--- config.mk ---
export PLATFORM = sky130hd
export DESIGN_NAME = pen_locator_flat
export DESIGN_NICKNAME = d
export VERILOG_FILES = /design/src/rtl/pen_locator_pkg.sv /design/src/rtl/pen_locator_if.sv /design/src/rtl/pen_delay_line.sv /design/src/rtl/pen_locator.sv /design/src/flat_wrapper.sv
export SDC_FILE = /design/constraint.sdc
export NUM_CORES = 1
export LEC_CHECK = 0
export ABC_AREA = 1
export CELL_PAD_IN_SITES_DETAIL_PLACEMENT = 1
export CELL_PAD_IN_SITES_GLOBAL_PLACEMENT = 1
export CORE_MARGIN = 2
export CORE_UTILIZATION = 40
export DETAILED_ROUTE_END_ITERATION = 8
export HOLD_SLACK_MARGIN = 0.02
export PLACE_DENSITY = 0.91
export SYNTH_ARGS = -nofsm -noshare
export SYNTH_HDL_FRONTEND = slang
export SYNTH_SLANG_ARGS = --single-unit
--- constraint.sdc ---
create_clock -name clk -period 3.2 [get_ports clk]
set_clock_uncertainty 0.2 [all_clocks]
set_input_delay 0.8 -clock clk [delete_from_list [all_inputs] [get_ports clk]]
set_output_delay 0.8 -clock clk [all_outputs]
set_load 0.05 [all_outputs]
--- src/rtl/pen_locator_pkg.sv ---
// pen_locator_pkg: shared definitions for the light-pen locator.
// Provides the FSM state encodings, the coordinate type, the probe bundle
// carried through the sensor-latency delay line, and the pixel on/off values.
package pen_locator_pkg;

   localparam int COORD_W = 3;

   typedef logic [COORD_W-1:0] coord_t;
   typedef logic [2:0]         cnt_t;
   typedef logic [1:0]         state_t;

   // FSM state encodings
   localparam state_t ST_IDLE    = 2'd0;
   localparam state_t ST_SEEK    = 2'd1;
   localparam state_t ST_CONFIRM = 2'd2;
   localparam state_t ST_LOCKED  = 2'd3;

   // Frame RAM pixel values
   localparam logic PIX_ON  = 1'b1;
   localparam logic PIX_OFF = 1'b0;

   // One probe sample: which pixel (if any) led_driver lit this cycle
   typedef struct packed {
      logic   valid;
      coord_t row;
      coord_t col;
   } probe_t;

endpackage

--- src/rtl/pen_locator_if.sv ---
// pen_locator_if: write stream from pen_locator into led_driver's frame RAM.
//   wr_valid  master->slave  write request pending
//   wr_ready  slave->master  RAM port accepts write
//   wr_row    master->slave  write row
//   wr_col    master->slave  write column
//   wr_data   master->slave  pixel value to write
// Handshake: a transfer happens on every rising clk edge where wr_valid and
// wr_ready are both 1. Once wr_valid is raised, wr_valid/wr_row/wr_col/wr_data
// hold steady until that transfer; wr_ready may change freely at any time and
// the master never waits for wr_ready before raising wr_valid.
interface pen_locator_if;
   import pen_locator_pkg::*;

   logic   wr_valid;
   logic   wr_ready;
   coord_t wr_row;
   coord_t wr_col;
   logic   wr_data;

   modport master (output wr_valid, output wr_row, output wr_col, output wr_data,
                   input  wr_ready);
   modport slave  (input  wr_valid, input  wr_row, input  wr_col, input  wr_data,
                   output wr_ready);
endinterface

--- src/rtl/pen_delay_line.sv ---
// pen_delay_line: DLY-stage shift register for the probe bundle
// {valid,row,col}, lining up the lit pixel with the pen sensor response.
//   clk      system clock
//   rst      synchronous reset, active-high (clears every stage)
//   probe_i  probe sample from led_driver
//   probe_o  probe sample from DLY cycles ago (DLY=0: probe_i unchanged)
module pen_delay_line
   import pen_locator_pkg::*;
#(
   parameter int DLY = 2
) (
   input  logic   clk,
   input  logic   rst,
   input  probe_t probe_i,
   output probe_t probe_o
);

   if (DLY == 0) begin : g_pass
      logic unused_clk_rst;
      assign unused_clk_rst = clk ^ rst;
      assign probe_o        = probe_i;
   end else begin : g_shift
      probe_t stage_q [DLY];

      // Shifts every cycle, independent of drawing enable
      always_ff @(posedge clk) begin
         if (rst) begin
            for (int i = 0; i < DLY; i++) stage_q[i] <= '0;
         end else begin
            stage_q[0] <= probe_i;
            for (int i = 1; i < DLY; i++) stage_q[i] <= stage_q[i-1];
         end
      end

      assign probe_o = stage_q[DLY-1];
   end

endmodule

--- src/rtl/pen_locator.sv ---
// pen_locator: turns the debounced light-pen pulse into a confirmed pixel
// and issues one frame-RAM write each time a pixel becomes confirmed.
//   clk, rst        clock, synchronous active-high reset
//   en              drawing enabled
//   erase           1: write 0 (erase), 0: write 1 (draw)
//   frame_start     one-cycle pulse at the start of each probe sweep
//   pix_valid/row/col  probe pixel lit this cycle
//   pen             debounced pen signal, active-high
//   wr_if           write stream to led_driver (master side)
//   pen_on          1 while LOCKED
//   pos_row/pos_col last confirmed pixel
//   overflow        sticky: a confirmed write was dropped while the port was busy
//   dbg_state/dbg_cnt  FSM state and consecutive-frame count
module pen_locator
   import pen_locator_pkg::*;
#(
   parameter int DLY     = 2,
   parameter int CONFIRM = 2
) (
   input  logic          clk,
   input  logic          rst,
   input  logic          en,
   input  logic          erase,
   input  logic          frame_start,
   input  logic          pix_valid,
   input  coord_t        pix_row,
   input  coord_t        pix_col,
   input  logic          pen,
   pen_locator_if.master wr_if,
   output logic          pen_on,
   output coord_t        pos_row,
   output coord_t        pos_col,
   output logic          overflow,
   output state_t        dbg_state,
   output cnt_t          dbg_cnt
);

   localparam cnt_t CNT_MAX = cnt_t'(CONFIRM);

   probe_t probe_in, probe_d;
   logic   pen_q, hit, issue;
   cnt_t   cnt_q, cnt_d;
   logic   seen_q, seen_d;
   coord_t cand_row_q, cand_row_d, cand_col_q, cand_col_d;
   coord_t last_row_q, last_row_d, last_col_q, last_col_d;
   state_t state_q, state_d;
   logic   wr_valid_q, wr_data_q, overflow_q;
   coord_t wr_row_q, wr_col_q, pos_row_q, pos_col_q;

   assign probe_in = '{valid: pix_valid, row: pix_row, col: pix_col};

   pen_delay_line #(.DLY(DLY)) u_delay (
      .clk     (clk),
      .rst     (rst),
      .probe_i (probe_in),
      .probe_o (probe_d)
   );

   // Rising pen edge aligned with the pixel that was lit DLY cycles ago
   assign hit = en & pen & ~pen_q & probe_d.valid;

   always_comb begin
      cnt_d      = cnt_q;
      seen_d     = seen_q;
      cand_row_d = cand_row_q;
      cand_col_d = cand_col_q;
      last_row_d = last_row_q;
      last_col_d = last_col_q;
      issue      = 1'b0;
      if (!en) begin
         cnt_d      = '0;
         seen_d     = 1'b0;
         last_row_d = '0;
         last_col_d = '0;
      end else begin
         if (frame_start) begin
            if (seen_q) begin
               if (cand_row_q == last_row_q && cand_col_q == last_col_q) begin
                  if (cnt_q < CNT_MAX) cnt_d = cnt_q + 3'd1;
               end else begin
                  last_row_d = cand_row_q;
                  last_col_d = cand_col_q;
                  cnt_d      = 3'd1;
               end
               // Write only when the count arrives at CONFIRM, not while it
               // sits there; a new pixel with CONFIRM=1 also counts as arrival.
               issue = (cnt_d == CNT_MAX) &&
                       ((cnt_q != CNT_MAX) || (last_row_d != last_row_q) ||
                        (last_col_d != last_col_q));
            end else begin
               cnt_d = '0;
            end
            seen_d = 1'b0;
         end
         // A hit on the frame_start cycle opens the new frame's capture
         if (hit && !seen_d) begin
            seen_d     = 1'b1;
            cand_row_d = probe_d.row;
            cand_col_d = probe_d.col;
         end
      end
   end

   always_comb begin
      state_d = state_q;
      if (!en) begin
         state_d = ST_IDLE;
      end else begin
         case (state_q)
            ST_IDLE: state_d = ST_SEEK;
            default: begin
               if (cnt_d == '0)          state_d = ST_SEEK;
               else if (cnt_d >= CNT_MAX) state_d = ST_LOCKED;
               else                      state_d = ST_CONFIRM;
            end
         endcase
      end
   end

   always_ff @(posedge clk) begin
      if (rst) begin
         pen_q      <= 1'b0;
         cnt_q      <= '0;
         seen_q     <= 1'b0;
         cand_row_q <= '0;
         cand_col_q <= '0;
         last_row_q <= '0;
         last_col_q <= '0;
         state_q    <= ST_IDLE;
         wr_valid_q <= 1'b0;
         wr_row_q   <= '0;
         wr_col_q   <= '0;
         wr_data_q  <= PIX_OFF;
         pos_row_q  <= '0;
         pos_col_q  <= '0;
         overflow_q <= 1'b0;
      end else begin
         pen_q      <= pen;
         cnt_q      <= cnt_d;
         seen_q     <= seen_d;
         cand_row_q <= cand_row_d;
         cand_col_q <= cand_col_d;
         last_row_q <= last_row_d;
         last_col_q <= last_col_d;
         state_q    <= state_d;
         if (issue) begin
            // Position tracks the pen even when the RAM write must be dropped
            pos_row_q <= last_row_d;
            pos_col_q <= last_col_d;
            if (wr_valid_q && !wr_if.wr_ready) begin
               overflow_q <= 1'b1;
            end else begin
               wr_valid_q <= 1'b1;
               wr_row_q   <= last_row_d;
               wr_col_q   <= last_col_d;
               wr_data_q  <= erase ? PIX_OFF : PIX_ON;
            end
         end else if (wr_valid_q && wr_if.wr_ready) begin
            wr_valid_q <= 1'b0;
         end
      end
   end

   assign wr_if.wr_valid = wr_valid_q;
   assign wr_if.wr_row   = wr_row_q;
   assign wr_if.wr_col   = wr_col_q;
   assign wr_if.wr_data  = wr_data_q;
   assign pen_on         = (state_q == ST_LOCKED);
   assign pos_row        = pos_row_q;
   assign pos_col        = pos_col_q;
   assign overflow       = overflow_q;
   assign dbg_state      = state_q;
   assign dbg_cnt        = cnt_q;

endmodule

--- src/flat_wrapper.sv ---
// flat-port wrapper written by rule: the top's interface ports become plain ports
module pen_locator_flat import pen_locator_pkg::*;
#(
   parameter int DLY     = 2,
   parameter int CONFIRM = 2
)
  (clk, rst, en, erase, frame_start, pix_valid, pix_row, pix_col, pen, pen_on, pos_row, pos_col, overflow, dbg_state, dbg_cnt, wr_if_wr_valid, wr_if_wr_row, wr_if_wr_col, wr_if_wr_data, wr_if_wr_ready);
  pen_locator_if wr_if_i ();
  input  logic clk;
  input  logic rst;
  input  logic en;
  input  logic erase;
  input  logic frame_start;
  input  logic pix_valid;
  input  coord_t pix_row;
  input  coord_t pix_col;
  input  logic pen;
  output logic pen_on;
  output coord_t pos_row;
  output coord_t pos_col;
  output logic overflow;
  output state_t dbg_state;
  output cnt_t dbg_cnt;
  output wire logic [$bits(wr_if_i.wr_valid)-1:0] wr_if_wr_valid;
  output wire logic [$bits(wr_if_i.wr_row)-1:0] wr_if_wr_row;
  output wire logic [$bits(wr_if_i.wr_col)-1:0] wr_if_wr_col;
  output wire logic [$bits(wr_if_i.wr_data)-1:0] wr_if_wr_data;
  input wire logic [$bits(wr_if_i.wr_ready)-1:0] wr_if_wr_ready;
  assign wr_if_wr_valid = wr_if_i.wr_valid;
  assign wr_if_wr_row = wr_if_i.wr_row;
  assign wr_if_wr_col = wr_if_i.wr_col;
  assign wr_if_wr_data = wr_if_i.wr_data;
  assign wr_if_i.wr_ready = wr_if_wr_ready;
  pen_locator #(.DLY(DLY), .CONFIRM(CONFIRM)) u_core (.clk(clk), .rst(rst), .en(en), .erase(erase), .frame_start(frame_start), .pix_valid(pix_valid), .pix_row(pix_row), .pix_col(pix_col), .pen(pen), .wr_if(wr_if_i), .pen_on(pen_on), .pos_row(pos_row), .pos_col(pos_col), .overflow(overflow), .dbg_state(dbg_state), .dbg_cnt(dbg_cnt));
endmodule
Word level (Yosys, flattened, before mapping) --
Memories as Yosys holds them, arrays and structs flattened. Cells that the tools add are included.
Word-level totals: bits in registers 34, bits in writable memories 14, output and inout port bits 21, logic and storage cells 94, memories 1
Memory list:
- u_core.u_delay.g_shift.stage_q | depth 2, bits a word 7, rd ports 2, clocked after Yosys merged registers in 0, wr ports 2, RTL line pen_delay_line.sv:23 | probe_t stage_q [DLY];
Cells by class: add/sub/neg operators 1, $lt $le $gt $ge 2, equality and inequality tests 8, mux-type cells 40, bitwise logic cells 8, reductions and logical operators 18
Operators by type and width (number):
- 3-bit two-way mux | 22
- 1-bit two-way mux | 16
- 7-bit two-way mux | 2
- 2-bit AND reduction | 4
- 3-bit equality test | 2
- 3-bit != test | 2
- 1-bit logical AND | 5
- 4-bit OR reduction | 1
- 3-bit by 1-bit adder with 3-bit output, second input constant | 1
- 1-bit bitwise AND | 3
- 3-bit by 2-bit equality test with 1-bit output, second input constant | 1
- 3-bit by 2-bit greater-or-equal comparator with 1-bit output, second input constant | 1
- 3-bit zero test | 1
- 3-bit by 2-bit < comparator with 1-bit output, second input constant | 1
- 3-bit by 2-bit != test with 1-bit output, second input constant | 1
- 1-bit inverter | 3
- 2-bit equality test, second input constant | 1
- 1-bit zero test | 2
- 2-bit zero test | 1
- 1-bit logical OR | 2
- 2-bit != test, second input constant | 1
- 1-bit OR | 2
- 2-bit nonzero test | 1
- 2-bit OR reduction | 1

Logic depth before layout (Yosys ltp) --
depth after elaboration 15, mapped depth 12, gate-level depth less buffers 12

Modules after synthesis --
Synthesis repeated with hierarchy kept, for this count alone.
Second synthesis, totals: cells, all modules 294, area total of the unflattened synthesis 2075.7 um^2
By module, submodules not included:
- pen_locator | instances 1, cells each 244, area each 1626.6 um^2, seq. area each 680.7 um^2
- pen_delay_line | instances 1, cells each 50, area each 449.2 um^2, seq. area each 280.3 um^2

Worst setup path before layout --
Ideal clock, no wire load.
path kind flip-flop to flip-flop, from reg u_core.cnt_q[0], in the netlist u_core.dbg_cnt[0], to reg u_core.wr_col_q[1], in the netlist u_core.wr_if.wr_col[1], library setup time 66 ps, data arrival time 1995 ps, required time 2934 ps, path slack 939 ps, cell stages (with the launch flop) 9, buffers on the path 1, clock period less this slack 2261 ps, path through dfxtp_1 inv_1 ha_1 o21ai_0 nand4_4 nor2_4 buf_6 o21ai_2 a21oi_2
On the way: longest elaborated chain between the ends 12, elaborated cells between the ends (all ways) 16
RTL lines:
- start, declared | RTL line pen_locator.sv:42 | cnt_t cnt_q, cnt_d;
- start signal, assigned | RTL line pen_locator.sv:139 | cnt_q <= cnt_d;
- 3-bit by 1-bit adder with 3-bit output / 3-bit by 2-bit < comparator with 1-bit output (equally long branches) | RTL line pen_locator.sv:79 | if (cnt_q < CNT_MAX) cnt_d = cnt_q + 3'd1;
- 3-bit two-way mux | RTL line pen_locator.sv:79
- 3-bit two-way mux | RTL line pen_locator.sv:78 | if (cand_row_q == last_row_q && cand_col_q == last_col_q) begin
- 3-bit two-way mux | RTL line pen_locator.sv:77 | if (seen_q) begin
- 3-bit two-way mux | RTL line pen_locator.sv:76 | if (frame_start) begin
- 3-bit two-way mux | RTL line pen_locator.sv:70 | if (!en) begin
- 3-bit by 2-bit equality test with 1-bit output | RTL line pen_locator.sv:87 | issue = (cnt_d == CNT_MAX) &&
- 1-bit logical AND * | RTL line pen_locator.sv:87
- 1-bit two-way mux * | RTL line pen_locator.sv:77
- 1-bit two-way mux * | RTL line pen_locator.sv:76
- 1-bit two-way mux * | RTL line pen_locator.sv:70
- 2-bit AND reduction (no line) *
- end signal, assigned | RTL line pen_locator.sv:155 | wr_col_q <= last_col_d;
- end, declared | RTL line pen_locator.sv:48 | coord_t wr_row_q, wr_col_q, pos_row_q, pos_col_q;
Every way passes the cells marked *; elsewhere a longest branch is shown, timed or not. The select of a mux whose other input is x is not followed. A chain may end at the register's enable or synchronous reset.

Final worst setup path --
from reg u_core.cnt_q[0], in the netlist u_core.dbg_cnt[0], to out dbg_cnt[0]
RTL lines:
- end, declared | RTL line flat_wrapper.sv:23 | output cnt_t dbg_cnt;
No word-level cell between the ends.

==> run_results.csv <==
group,metric,value,unit
synthesis,synth_top_area_share,51.4,%
global_routing,grt_use_total,18.6,%
clocking,numCtsBuffers,5,
place,dp_slack,0.404,ns
synthesis,syn-cell-area,0.00187,mm^2
place,place_hpwl,3170,um
setup_path,cp.required,2.20,ns
power,p_per_area,445,mW/mm^2
place,place.gp.congestion,0.737,
min_path,hold_start,"u_core.u_delay.g_shift.stage_q[0][1]$_SDFF_PP0_",
layout,fin_nets,295,
synthesis,synth_xor_area_share,1.87,%
timing,max_slew_margin,63.5,%
timing,finalCritPeriodShare,79.8,%
layout,final_cell_mix,"48 x dfxtp_1, 46 x nor2_1, 38 x inv_1",
min_path,min_to,"u_core.u_delay.g_shift.stage_q[0][8]$_SDFF_PP0_",
global_routing,grt_pass1_vias,1661,
global_routing,antenna_found_initial,0,
floorplan,coreArea,0.00444,mm^2
outcome,outcome,"completed",
detailed_routing,routed_via_density,4.94,
synthesis,synth_top_family_by_area,"simple AND/OR/NAND/NOR gates",
setup_path,worstSetupPathType,"flip-flop to output port",
synthesis,synth_compound_area_share,12.4,%
clocking,root_buffer,"clkbuf_8",
layout,antenna_cells,0,
power,switching_share,22.5,%
timing,setup_violations,0,
clocking,path_clk_slew,0.09,ns
layout,largest_reg_flops,14,
global_routing,grt_max_degree,29,
power,power.switching,235,uW
layout,layout-drive-gt1-share,7.14,%
synthesis,synth_top_area_cell,"dfxtp_1",
detailed_routing,routedWlPerCell,13.2,um
floorplan,dieArea,0.00524,mm^2
clocking,hold_buffers,0,
global_routing,grt-ovfl-total,0,
power,max-vdd-ir-drop,0.289,mV
synthesis,synth_adder_area_share,1.34,%
clocking,clock_latency,0.29,ns
power,seqPwrFrac,58.6,%
synthesis,seq_area_frac_synth,51.4,%
floorplan,die_w,72.4,um
min_path,whs_path_depth,2,
detailed_routing,vias,1640,
timing,grt_setup_unrepaired,"no",
clocking,cts_buffer_depth,2,
clocking,ctsHtreeMaxLevel,2,
floorplan,start_util,42.1,%
layout,fillCellCount,563,
synthesis,syn_nets,258,
setup_path,cp_top_family,"buffers and inverters",
floorplan,ioPinCount,35,
synthesis,synth_seq_cells,48,
power,p_int,811,uW
clocking,cts_setup_buffers,0,
setup_path,cp_num_buf_inv,1,
layout,syn_to_final_growth,25.6,%
global_routing,grt_pass1_wl,7580,um
detailed_routing,wl,4380,um
synthesis,synth-simple-area-share,23.1,%
detailed_routing,drt_iter0_markers,108,
synthesis,synthCells,242,
floorplan,die_h,72.4,um
power,clkPwrFrac,35.5,%
detailed_routing,firstDrtPassIters,4,
timing,maxSlewViolCount,0,
power,p_leak,0.000998,uW
timing,min_period,2.55,ns
min_path,hp-class,"flip-flop to flip-flop",
synthesis,synthMuxAreaShare,0,%
detailed_routing,drtAntennaViolNets,0,
synthesis,synth.avg_cell_area,7.73,um^2
clocking,cts-resized-gates,0,
timing,hold_viol_final,0,
synthesis,ys_warn_count,0,
setup_path,cp-end-kind,"output port",
setup_path,ff2ff_path_depth,8,
clocking,cts_sinks,48,
detailed_routing,drcViolationCount,0,
setup_path,crit_chain,"clkdlybuf4s50_1",
setup_path,max_stage_delay,0.83,ns
timing,fmax,392,MHz
place,port_buffers,34,
setup_path,critical_path_arrival,1.55,ns
floorplan,rows,24,
setup_path,worstPathMaxFanout,5,
timing,tightest_slew,0.547,ns
setup_path,cp-start-kind,"flip-flop",
job,maxCapViolCount,0,
setup_path,r2r_end,"u_core.wr_if.wr_row[0]$_SDFFE_PP0P_",
clocking,tritoncts,"built",
timing,tns,0,ns
synthesis,synth.area.top_cells,"dfxtp_1 51%, nor2_1 9.2%, inv_1 7.6%",
power,power.share.combinational,6.0,%
setup_path,ff2ff_setup_slack,0.91,ns
synthesis,ys_types,29,
setup_path,r2r-start,"u_core.dbg_cnt[0]$_SDFF_PP0_",
setup_path,critPathSlowestCell,"clkdlybuf4s50_1",
layout,top_register,"u_core.u_delay.g_shift.stage_q",
timing,layout_setup_ws,0.647,ns
layout,mostFrequentLayoutCell,"dfxtp_1",
[worst max-delay path by stage]
stage | startpoint | end | cells after the start
floorplan | u_core.dbg_cnt[0]$_SDFF_PP0_ | u_core.wr_if.wr_col[1]$_SDFFE_PP0P_ | 8
global placement | frame_start | u_core.wr_if.wr_row[1]$_SDFFE_PP0P_ | 10
detailed placement | frame_start | u_core.wr_if.wr_row[1]$_SDFFE_PP0P_ | 10
CTS | u_core.dbg_cnt[0]$_SDFF_PP0_ | dbg_cnt[0] | 1
global route | frame_start | u_core.wr_if.wr_row[0]$_SDFFE_PP0P_ | 10
finish | u_core.dbg_cnt[0]$_SDFF_PP0_ | dbg_cnt[0] | 1
[logic make-up after synthesis]
family | after synthesis
fa+ha+maj | 2
flops | 48
simple gates | 98
compound gates | 44
xor+xnor | 4
buf+inv | 46
[stage by stage]
stage | power [uW] | instance area (um^2) | hold WS [ns] | instances | util (%)
after floorplan | 660 | 1870 | 0.188 | 242 | -
after global placement | 686 | 2260 | 0.189 | 324 | 50.8
after detailed placement | 689 | 2260 | 0.199 | 324 | 50.8
after CTS | 1060 | 2350 | 0.211 | 332 | 52.9
after global routing | 1090 | 2350 | 0.217 | 332 | 52.9
final | 1050 | 2350 | 0.207 | 332 | 52.9
[Yosys cell counts, drive strengths merged]
cell type,instances
nor3,3
dfxtp,48
a21oi,19
ha,2
nor4,1
clkinv,1
xnor2,1
clkbuf,3
nand3,4
o21ai,23
nand2,36
nand3b,1
o21a,2
inv,39
buf,3
nor2,50
xor2,3
or2,1
nand4,2
[metal layers]
layer  track usage, %  routed length (um)
met5                0                   0
met4             5.97                  56
met3             4.17                 106
met2             32.9                2210
met1             22.3                2010
[cell type report]
cell class | count | area [um^2] | share of cell area [%]
Sequential cell | 48 | 961 | 40.9
Clock buffer | 7 | 86.3 | 3.67
Timing Repair Buffer | 36 | 355 | 15.1
Multi-Input combinational cell | 148 | 724 | 30.8
Clock inverter | 1 | 7.51 | 0.319
Inverter | 40 | 150 | 6.39
Tap cell | 52 | 65.1 | 2.77
[power groups by stage]
stage | clock, uW | combinational, uW | sequential (uW)
after floorplan | 0 | 30.8 | 629
after global placement | 0 | 60.1 | 626
after detailed placement | 0 | 62.3 | 627
after CTS | 381 | 62.9 | 613
after global routing | 406 | 70.2 | 614
final | 371 | 62.3 | 612
Note: power is estimated with default switching activity, not from simulation.
